<file path="config.mk">
export PLATFORM = sky130hd
export DESIGN_NAME = game_ctrl_fsm
export DESIGN_NICKNAME = d
export VERILOG_FILES = /design/src/rtl/game_ctrl_fsm.sv
export SDC_FILE = /design/constraint.sdc
export NUM_CORES = 1
export LEC_CHECK = 0
export ABC_AREA = 1
export CORE_MARGIN = 10
export CORE_UTILIZATION = 40
export CTS_CLUSTER_SIZE = 14
export DETAILED_ROUTE_END_ITERATION = 16
export GPL_TIMING_DRIVEN = 0
export PLACE_DENSITY = 0.63
export SETUP_SLACK_MARGIN = 0.5
export SYNTH_ARGS = -nofsm -noshare
export SYNTH_HDL_FRONTEND = slang
export SYNTH_SLANG_ARGS = --single-unit
</file>
<file path="constraint.sdc">
create_clock -name i_clk -period 2.7 [get_ports i_clk]
set_input_delay 0.27 -clock i_clk [delete_from_list [all_inputs] [get_ports i_clk]]
set_output_delay 0.27 -clock i_clk [all_outputs]
set_load 0.1 [all_outputs]
</file>
<file path="src/rtl/game_ctrl_fsm.sv">
// game_ctrl_fsm - top-level sequencer for the bomb-dismantlement game.
//
// Runs the game through an explicit state machine. It drives enables for
// the bomb matrix, code display, countdown timer and code input/verify
// blocks, and issues reset pulses to those blocks. It also holds the round
// counter and the LFSR code generator, detects start-button edges, and can
// re-arm itself after a win or loss.
//
// Ports
//   i_clk         system clock
//   i_rst_n       synchronous active-low reset
//   i_enable      master game switch (level)
//   i_start_btn   debounced start button (level)
//   i_fail        defuse failed, from timer/verify (level)
//   i_success     code correct, from verify (level)
//   o_random      code for the current round
//   o_bomb_en     bomb matrix display enable
//   o_show_en     code display enable
//   o_timer_en    countdown timer enable
//   o_input_en    code input/verify enable
//   o_sub_rst_n   sub-block reset, active-low
//   o_sub_rst_p   sub-block reset, active-high (complement of o_sub_rst_n)
//   o_round       rounds completed in this game
//   o_win         high in WIN
//   o_lose        high in LOSE
//
// state    | meaning
// ---------+---------------------------------------------------------------
// OFF      | game switched off, all enables low
// INIT     | sub-block reset held for RST_PULSE cycles, round cleared
// IDLE     | bomb shown, waiting for a start press
// SHOW     | code displayed for SHOW_CYCLES cycles
// ARM      | timer running, player entering the code
// WIN      | all rounds defused
// LOSE     | defuse failed
// SHUTDOWN | switch dropped, sub-block reset held for RST_PULSE, then OFF
//
// All outputs are registered from the next-state decode. Enables therefore
// change on the same edge as the state register.

module game_ctrl_fsm #(
   parameter int          RAND_W         = 5,
   parameter logic [15:0] LFSR_SEED      = 16'hACE1,
   parameter int          RST_PULSE      = 2,
   parameter int          SHOW_CYCLES    = 50000000,
   parameter int          ROUNDS         = 3,
   parameter bit          AUTO_RESTART   = 1'b1,
   parameter int          RESTART_CYCLES = 100000000
) (
   input  logic                            i_clk,
   input  logic                            i_rst_n,
   input  logic                            i_enable,
   input  logic                            i_start_btn,
   input  logic                            i_fail,
   input  logic                            i_success,
   output logic [RAND_W-1:0]               o_random,
   output logic                            o_bomb_en,
   output logic                            o_show_en,
   output logic                            o_timer_en,
   output logic                            o_input_en,
   output logic                            o_sub_rst_n,
   output logic                            o_sub_rst_p,
   output logic [$clog2(ROUNDS+1)-1:0]     o_round,
   output logic                            o_win,
   output logic                            o_lose
);

   localparam int RND_W   = $clog2(ROUNDS + 1);
   localparam int MAX_A   = (RST_PULSE > SHOW_CYCLES) ? RST_PULSE : SHOW_CYCLES;
   localparam int MAX_CNT = (MAX_A > RESTART_CYCLES) ? MAX_A : RESTART_CYCLES;
   localparam int CNT_W   = (MAX_CNT > 1) ? $clog2(MAX_CNT) : 1;

   // The counter is loaded with duration-1 and the state exits on the
   // cycle it reads zero, so each timed state lasts exactly its duration.
   localparam logic [CNT_W-1:0] LD_RST     = CNT_W'(RST_PULSE - 1);
   localparam logic [CNT_W-1:0] LD_SHOW    = CNT_W'(SHOW_CYCLES - 1);
   localparam logic [CNT_W-1:0] LD_RESTART = CNT_W'(RESTART_CYCLES - 1);
   localparam logic [RND_W-1:0] ROUNDS_L   = RND_W'(ROUNDS);

   typedef enum logic [2:0] {
      S_OFF,
      S_INIT,
      S_IDLE,
      S_SHOW,
      S_ARM,
      S_WIN,
      S_LOSE,
      S_SHUTDOWN
   } state_t;

   state_t            r_state;
   state_t            w_next;
   logic [CNT_W-1:0]  r_cnt;
   logic [CNT_W-1:0]  w_cnt_next;
   logic              w_cnt_done;
   logic [15:0]       r_lfsr;
   logic [15:0]       w_lfsr_next;
   logic              r_start_q;
   logic              w_start_rise;
   logic [RAND_W-1:0] r_random;
   logic [RAND_W-1:0] w_random_next;
   logic [RND_W-1:0]  r_round;
   logic [RND_W-1:0]  w_round_next;
   logic [RND_W-1:0]  w_round_inc;
   logic              w_arm_pulse;

   logic              r_bomb_en;
   logic              r_show_en;
   logic              r_timer_en;
   logic              r_input_en;
   logic              r_sub_rst_n;
   logic              r_win;
   logic              r_lose;

   assign w_start_rise = i_start_btn & ~r_start_q;
   assign w_cnt_done   = (r_cnt == '0);
   assign w_round_inc  = r_round + RND_W'(1);

   // Galois LFSR, x^16 + x^14 + x^13 + x^11.
   assign w_lfsr_next = r_lfsr[0] ? ({1'b0, r_lfsr[15:1]} ^ 16'hB400)
                                  :  {1'b0, r_lfsr[15:1]};

   always_comb begin
      w_next        = r_state;
      w_cnt_next    = w_cnt_done ? r_cnt : r_cnt - CNT_W'(1);
      w_random_next = r_random;
      w_round_next  = r_round;
      w_arm_pulse   = 1'b0;

      case (r_state)
         S_OFF: begin
            if (i_enable) w_next = S_INIT;
         end
         S_INIT: begin
            if (w_cnt_done) w_next = S_IDLE;
         end
         S_IDLE: begin
            if (w_start_rise) begin
               w_next        = S_SHOW;
               w_random_next = r_lfsr[RAND_W-1:0];
            end
         end
         S_SHOW: begin
            if (w_cnt_done) w_next = S_ARM;
         end
         S_ARM: begin
            if (i_fail) begin
               w_next = S_LOSE;
            end else if (i_success) begin
               w_round_next = w_round_inc;
               if (w_round_inc == ROUNDS_L) begin
                  w_next = S_WIN;
               end else begin
                  w_next        = S_SHOW;
                  w_random_next = r_lfsr[RAND_W-1:0];
                  w_arm_pulse   = 1'b1;
               end
            end
         end
         S_WIN, S_LOSE: begin
            if (AUTO_RESTART) begin
               if (w_cnt_done) w_next = S_INIT;
            end else begin
               if (w_start_rise) w_next = S_INIT;
            end
         end
         S_SHUTDOWN: begin
            if (w_cnt_done) w_next = S_OFF;
         end
         default: w_next = S_OFF;
      endcase

      // Dropping the master switch overrides any transition in flight.
      if (!i_enable && (r_state != S_OFF) && (r_state != S_SHUTDOWN)) begin
         w_next        = S_SHUTDOWN;
         w_random_next = r_random;
         w_round_next  = r_round;
         w_arm_pulse   = 1'b0;
      end

      if (w_next != r_state) begin
         case (w_next)
            S_INIT: begin
               w_cnt_next   = LD_RST;
               w_round_next = '0;
            end
            S_SHUTDOWN:   w_cnt_next = LD_RST;
            S_SHOW:       w_cnt_next = LD_SHOW;
            S_WIN,S_LOSE: w_cnt_next = LD_RESTART;
            default:      w_cnt_next = '0;
         endcase
      end
   end

   always_ff @(posedge i_clk) begin
      if (!i_rst_n) begin
         r_state     <= S_OFF;
         r_cnt       <= '0;
         r_lfsr      <= LFSR_SEED;
         r_start_q   <= 1'b0;
         r_random    <= '0;
         r_round     <= '0;
         r_bomb_en   <= 1'b0;
         r_show_en   <= 1'b0;
         r_timer_en  <= 1'b0;
         r_input_en  <= 1'b0;
         r_sub_rst_n <= 1'b1;
         r_win       <= 1'b0;
         r_lose      <= 1'b0;
      end else begin
         r_state     <= w_next;
         r_cnt       <= w_cnt_next;
         r_start_q   <= i_start_btn;
         r_random    <= w_random_next;
         r_round     <= w_round_next;
         if (i_enable) r_lfsr <= w_lfsr_next;
         r_bomb_en   <= (w_next == S_IDLE) || (w_next == S_SHOW) || (w_next == S_ARM);
         r_show_en   <= (w_next == S_SHOW);
         r_timer_en  <= (w_next == S_ARM);
         r_input_en  <= (w_next == S_ARM);
         // ARM->SHOW issues a one-cycle reset to clear timer and input blocks.
         r_sub_rst_n <= !((w_next == S_INIT) || (w_next == S_SHUTDOWN) || w_arm_pulse);
         r_win       <= (w_next == S_WIN);
         r_lose      <= (w_next == S_LOSE);
      end
   end

   assign o_random    = r_random;
   assign o_round     = r_round;
   assign o_bomb_en   = r_bomb_en;
   assign o_show_en   = r_show_en;
   assign o_timer_en  = r_timer_en;
   assign o_input_en  = r_input_en;
   assign o_sub_rst_n = r_sub_rst_n;
   assign o_sub_rst_p = ~r_sub_rst_n;
   assign o_win       = r_win;
   assign o_lose      = r_lose;

endmodule

</file>
==> results of run 1 <==
[logic make-up after synthesis]
group | count (synthesis) | synth area share [%]
AND/OR/NAND/NOR | 254 | 37.7
buffers and inverters | 64 | 8.48
flip-flops | 60 | 38.2
AO/OA/AOI/OAI | 49 | 8.16
XOR/XNOR | 24 | 6.69
adder cells (fa/ha/maj) | 2 | 0.796
[power by group]
group	internal, µW	leakage, µW	switching [µW]	total, µW
registers	1080	0.000496	150	1230
logic	1130	0.00132	2010	3140
clock network	430	0.000104	400	830
[metrics by stage]
step | utilization, % | std cells
floorplan | - | 453
global placement | 45.2 | 575
detailed placement | 45.2 | 575
CTS | 50.4 | 606
global route | 54.1 | 616
finish | 54.1 | 616
[what timing repair did]
item / CTS / global route
setup buffers: 14 / 8
cloned: 1 / 2
pin swaps: 17 / 16
gates resized for setup: 31 / 49
endpoints found under the setup margin: 30 / 31
hold buffers: 0 / 0
[sequential cells by signal, summed over array words and instances, names as in the netlist]
register,cells
o_round,2
o_show_en,1
r_lfsr,16
r_start_q,1
o_bomb_en,1
r_cnt,27
o_win,1
o_random,5
r_state,3
o_sub_rst_n,1
o_input_en,1
o_lose,1
[Yosys cell counts (all sizes together) (4+ instances only)]
| cell | number |
|---|---|
| inv | 48 |
| nor3 | 9 |
| nand4 | 9 |
| xor2 | 20 |
| nand2 | 109 |
| dfxtp | 60 |
| o21ai | 24 |
| nand3 | 28 |
| xnor2 | 4 |
| clkbuf | 7 |
| a21oi | 22 |
| nor2 | 92 |
| nor4 | 6 |
| buf | 8 |
[routing by layer]
layer	GRT usage (%)	up-vias	share of wire, %
li1	-	1552	-
met1	16.1	1389	44
met2	24.8	58	50
met3	3.48	14	3.5
met4	6.50	0	2.1
met5	0	-	0
[worst max-delay path: cells and delay by family, from the launching register on]
kind | cells | cell delay [ps]
buffers and inverters | 2 | 250
and+or+nand+nor | 16 | 1410
adders and majority gates | 1 | 160
DFF | 1 | 330
[layout make-up]
cell class | count | area [µm²]
multi-input combinational | 329 | 1890
sequential | 60 | 1210
fill | 722 | 3530
timing repair buffer | 45 | 429
inverter | 49 | 186
tap | 102 | 128
clock buffer | 9 | 124
clock inverter | 7 | 75.1
buffer | 15 | 109
[final timing paths]
kind,endpoint,slack [ps],depth (start not counted)
worst max-delay path,r_cnt[15],460,19
worst min register to register,r_lfsr[7],460,2
worst min-delay path,r_lfsr[7],460,2
worst max register to register,r_cnt[15],460,19
==> results.md, run 1 <==
* Outcome: finished clean
* RSZ-0062 raised after global routing: yes
* Critical Path Sink Type: register
* Total track usage at between 10% and 20%
* Register area share after synthesis at 38.2%
* First-pass GRT wire length at about 13,000 µm
* Flops & latches, synth at 60
* I/O pin total at 21
* Layout cells sized above 1 at between 20 and 30%
* Dpl ws at -213 ps
* Iteration-0 DRC Markers at 104
* Most common cell after layout, fill and taps aside: nand2_1
* Setup violators final at 0
* Die area at between 10,000 and 15,000 µm²
* Hold_ws at between 400 and 500 ps
* DRC viols at 0
* Top FF cell, synth: dfxtp_1
* Core Area at ~7700 µm²
* Critical R2R Launch: r_cnt[0]
* Area post-placement at ~3500 µm²
* Commonest cells after routing, fill and taps aside: nand2_1 (79), nor2_1 (71), dfxtp_1 (54)
* Dpl hpwl at approximately 5400 µm
* Slack of the critical path at about 460 ps
* Crit path largest cell delay at ~330 ps
* Area Overhead vs Synth at 32.3%
* Post-Synthesis Cells at around 450
* CP Max Fanout at 6
* CTS tree: built
* Setup crit start: r_cnt[0]
* Final Hold Fails at 0
* CTS Buffer Depth at 2
* Top-area cell type share of the netlist area at 38.2%
* Root Buffer: clkbuf_8
* Grt total ovfl at 0
* Layout Skew at approximately 13 ps
* Slew Viols, Final at 0
* Pleak at about 0.0019 µW
* Clk pin slew, worst setup/hold paths at roughly 70 ps
* Synth unique cells at 31
* Synth area leaders: dfxtp_1 (38%), nand2_1 (11%), nor2_1 (9.3%)
* Largest net degree at the start of global routing at 13
* Initial antenna violation count at 0
* CP max-delay cell: dfxtp_2
* Period minus WS final at about 2200 ps
* CTS Buf Count at 9
* Number of synthesized flops with an enable pin at 0
* CP Cell Sequence: inv_2, ha_4, nand2_4, nor2_4, nand2_4, nor2_4, nand2_4, nand2_2, nand3_4, nand2_4, nand2_4, nand2_2, nand2_2, nor2_4, buf_6, nand2_2, nand2_1, nand2_1, nor2_1
* Hold Path Origin: r_lfsr[7]
* Post-route cell area at between 4000 and 5000 µm²
* Startpoint Class: register
* Vias per Instance at about 4.9
* Syn Area/Cell at ~7 µm²
* Row Count at 32
* Maximum VDD drop at just over 0.0009 V
* Detailed Routing Iterations Pass 1 at 5
* Clock Sinks at 60
* Tcrit/Tclk final at between 80 and 90%
* Final TNS setup at 0 ps
* Routed len/inst at 13.6 µm
* H-tree Lvls at 3
* Via count at roughly 3,000
* F_max at ~0.45 GHz
* Port bufs at 20
* Crit path required time at a little under 3000 ps
* Diode count at 0
* Vias in the first global route at ~2,900
* Clock latency on the worst-skew pair at 350 ps
* Worst Max-Slew Pin Slew at 974 ps
* Worst hold path type: reg2reg
* Die height at about 110 µm
* Crit Path Class: reg2reg
* Routability cong. at 0.878
* Ys async rst share at 0%
* Synthesized net count at approximately 460
* Max-cap violations at 0
* Detailed Route WL at roughly 8400 µm
* Initial Util at between 40 and 50%
* Cell Pwr Density at approximately 1300 nW/µm²
* Final ANT Viol Nets at 0
* Mapped Area at between 3000 and 4000 µm²
* Layout Nets at just over 500
* Arrival time worst endpoint at around 2500 ps
* Die X at roughly 110 µm
* Power Total at ~5200 µW
* Yosys warnings at 0
* Post-synth top area cell: dfxtp_1
* Rel. slew slack at between 30% and 40%
* Crit-path most repeated cell: nand2_4
Note: power is estimated with default switching activity, not from simulation.
==> inputs of run 2 (changes only) <==
==> constraint.sdc (replaced) <==
create_clock -name i_clk -period 2.1 [get_ports i_clk]
set_input_delay 0.21 -clock i_clk [delete_from_list [all_inputs] [get_ports i_clk]]
set_output_delay 0.21 -clock i_clk [all_outputs]
set_load 0.1 [all_outputs]
==> run 2 against run 1 <==
The run now ends with negative setup slack left. Final area rose by 4.3%. Worst setup slack lost 620 ps. Clock skew down 4.6 ps. Via count is 1.8% higher. Non-clock buffer count grew 8. Total power up 31%. Clock power grew 13%. Routed wire length shrank 0.60%. Sequential share of layout area down 1.1 points. Core utilization up 2.3 points.
==> results.md, run 2 (synthesis gave the netlist of run 1 again) <==
* Crit path required time at around 2400 ps
* Post-route cell area at 4340 µm²
* Reg2reg setup slack at -160 ps
* Die area at roughly 12,000 µm²
* Port bufs at 20
* Diode count at 0
* Setup violators final at 25
* I/O pin total at 21
* Vias in the first global route at 2,815
* Setup crit start: r_cnt[18]
* Max-cap violations at 0
* Via count at between 3,000 and 4,000
* Die height at ~110 µm
* Worst Path Buf+Inv at 2
* Layout fillers at between 600 and 700
* Rel. slew slack at roughly 59%
* Hold buffer count at CTS at 0
* Routability cong. at 0.832
* Detailed Routing Iterations Pass 1 at 4
* Arrival time worst endpoint at roughly 2500 ps
* Worst Max-Slew Pin Slew at about 620 ps
* Largest net degree at the start of global routing at 13
* Clock latency on the worst-skew pair at between 300 and 400 ps
* Commonest cells after routing, fill and taps aside: nand2_1 (80), nor2_1 (69), dfxtp_1 (53)
* Total track usage at 13.7%
* Vias per Instance at 4.92
* CP top delay family: simple AND/OR/NAND/NOR gates
* CP max-delay cell: dfxtp_1
* Maximum VDD drop at about 0.0010 V
* Root Buffer: clkbuf_8
* Detailed Route WL at approximately 8400 µm
* CTS Buffer Depth at 2
* Final Hold Fails at 0
* First-pass GRT wire length at about 13,000 µm
* Dpl hpwl at around 5200 µm
* Cell Pwr Density at about 1600 nW/µm²
* Critical R2R Launch: r_cnt[18]
* M1 WL at approximately 3600 µm
* Reg2reg end: r_cnt[20]
* Routed met3 length at about 320 µm
* Failing checks: negative setup slack
* Tcrit/Tclk final at 108%
* Metal2 WL at 4290 µm
* Grt total ovfl at 0
* Outcome: complete, but fails checks
* Crit Path Class: reg2reg
* Startpoint Class: register
* Critical Path Sink Type: register
* Slew Viols, Final at 0
* Finished Layout Cells at ~620
* Area post-placement at 3560 µm²
* Period minus WS final at 2260 ps
* Max FFs per register at 27
* Core Area at 7690 µm²
* Inst Count DP at 575
* CP Cell Sequence: nor2_2, nand2_2, nor2_4, nand2_4, inv_2, nand2_4, nand2_4, nand4_1, nand2_1, nand2_2, nand4_1, nand2_2, buf_6, a21oi_1
* F_max at 0.443 GHz
* R2R cell count at 14
* Area Overhead vs Synth at 38.0%
* Die X at around 110 µm
* Initial antenna violation count at 0
* Worst hold path type: in2reg
* CTS tree: built
* Util after Layout at 56.4%
* CP Depth at 14
* CTS Buf Count at 9
* H-tree Lvls at 3
* Crit path largest cell delay at approximately 340 ps
* Most flop-heavy register: r_cnt
* CP Max Fanout at 5
* Layout Skew at 8.23 ps
* Layout Nets at 525
* Iteration-0 DRC Markers at 132
* Slack of the critical path at -159 ps
* Final ANT Viol Nets at 0
* Routed len/inst at about 13 µm
* Clk pin slew, worst setup/hold paths at 80 ps
* Most common cell after layout, fill and taps aside: nand2_1
* FF+latch area at 1220 µm²
* Clock Sinks at 60
* DR top layer: met4
* Layout cells sized above 1 at 34.9%
* Crit path to: r_cnt[20]
* Area of the multi-input gates at 2010 µm²
* Row Count at 32
* RSZ-0062 raised after global routing: yes
* Pleak at 0.00196 µW
* DRC viols at 0
* Initial Util at 40.9%
-- run 2: where the power goes --
| group | internal (µW) | switching [µW] | total, µW |
|---|---|---|---|
| registers | 1390 | 185 | 1570 |
| clock network | 433 | 503 | 936 |
| logic | 1590 | 2720 | 4310 |
| total | 3410 | 3410 | 6820 |
-- run 2: routing by layer --
layer	vias up	global-route usage (%)
met2	59	23.5
met3	15	3.24
li1	1559	-
met4	0	4.99
met1	1435	16.3
met5	-	0
-- run 2: how the worst min path moves through the flow --
stage,startpoint,to,slack [ps],cells after the start
2_1_floorplan,i_start_btn,r_start_q,300,2
3_3_place_gp,r_lfsr[15],r_lfsr[15],440,2
3_5_place_dp,r_lfsr[5],r_lfsr[5],450,2
4_1_cts,i_start_btn,r_start_q,410,3
5_1_grt,i_enable,r_lfsr[3],420,3
6_report,i_enable,r_lfsr[2],390,3
-- run 2: worst min-delay path: stages --
cell	delay, ps
dlymetal6s2s_1	240
o21ai_0	200
nor2_1	50
-- run 2: layout make-up --
type / instances / area share (%)
well taps: 102 / 2.94
repair buffers: 53 / 11.5
clock inverters: 7 / 1.21
flip-flops and latches: 60 / 28.1
plain buffers: 15 / 2.60
clock buffers: 9 / 2.86
multi-input cells: 329 / 46.3
inverters: 49 / 4.50
-- run 2: through the flow --
stage / setup WS [ps] / power [µW] / setup TNS (ps) / hold slack [ps]
2_1_floorplan: 35.6 / 4250 / 0 / 303
3_3_place_gp: -755 / 4850 / -18890 / 438
3_5_place_dp: -728 / 4870 / -17790 / 450
4_1_cts: -98.6 / 6340 / -1670 / 408
5_1_grt: -317 / 7280 / -7080 / 418
6_report: -159 / 6820 / -3050 / 394
-- run 2: what timing repair did --
item                                    in CTS  in global routing
cloned                                       2                  0
pin swaps                                   23                 33
setup buffers                               18                 13
endpoints found under the setup margin      58                 44
resized for setup                           86                 50
endpoints found under the hold margin        0                  0
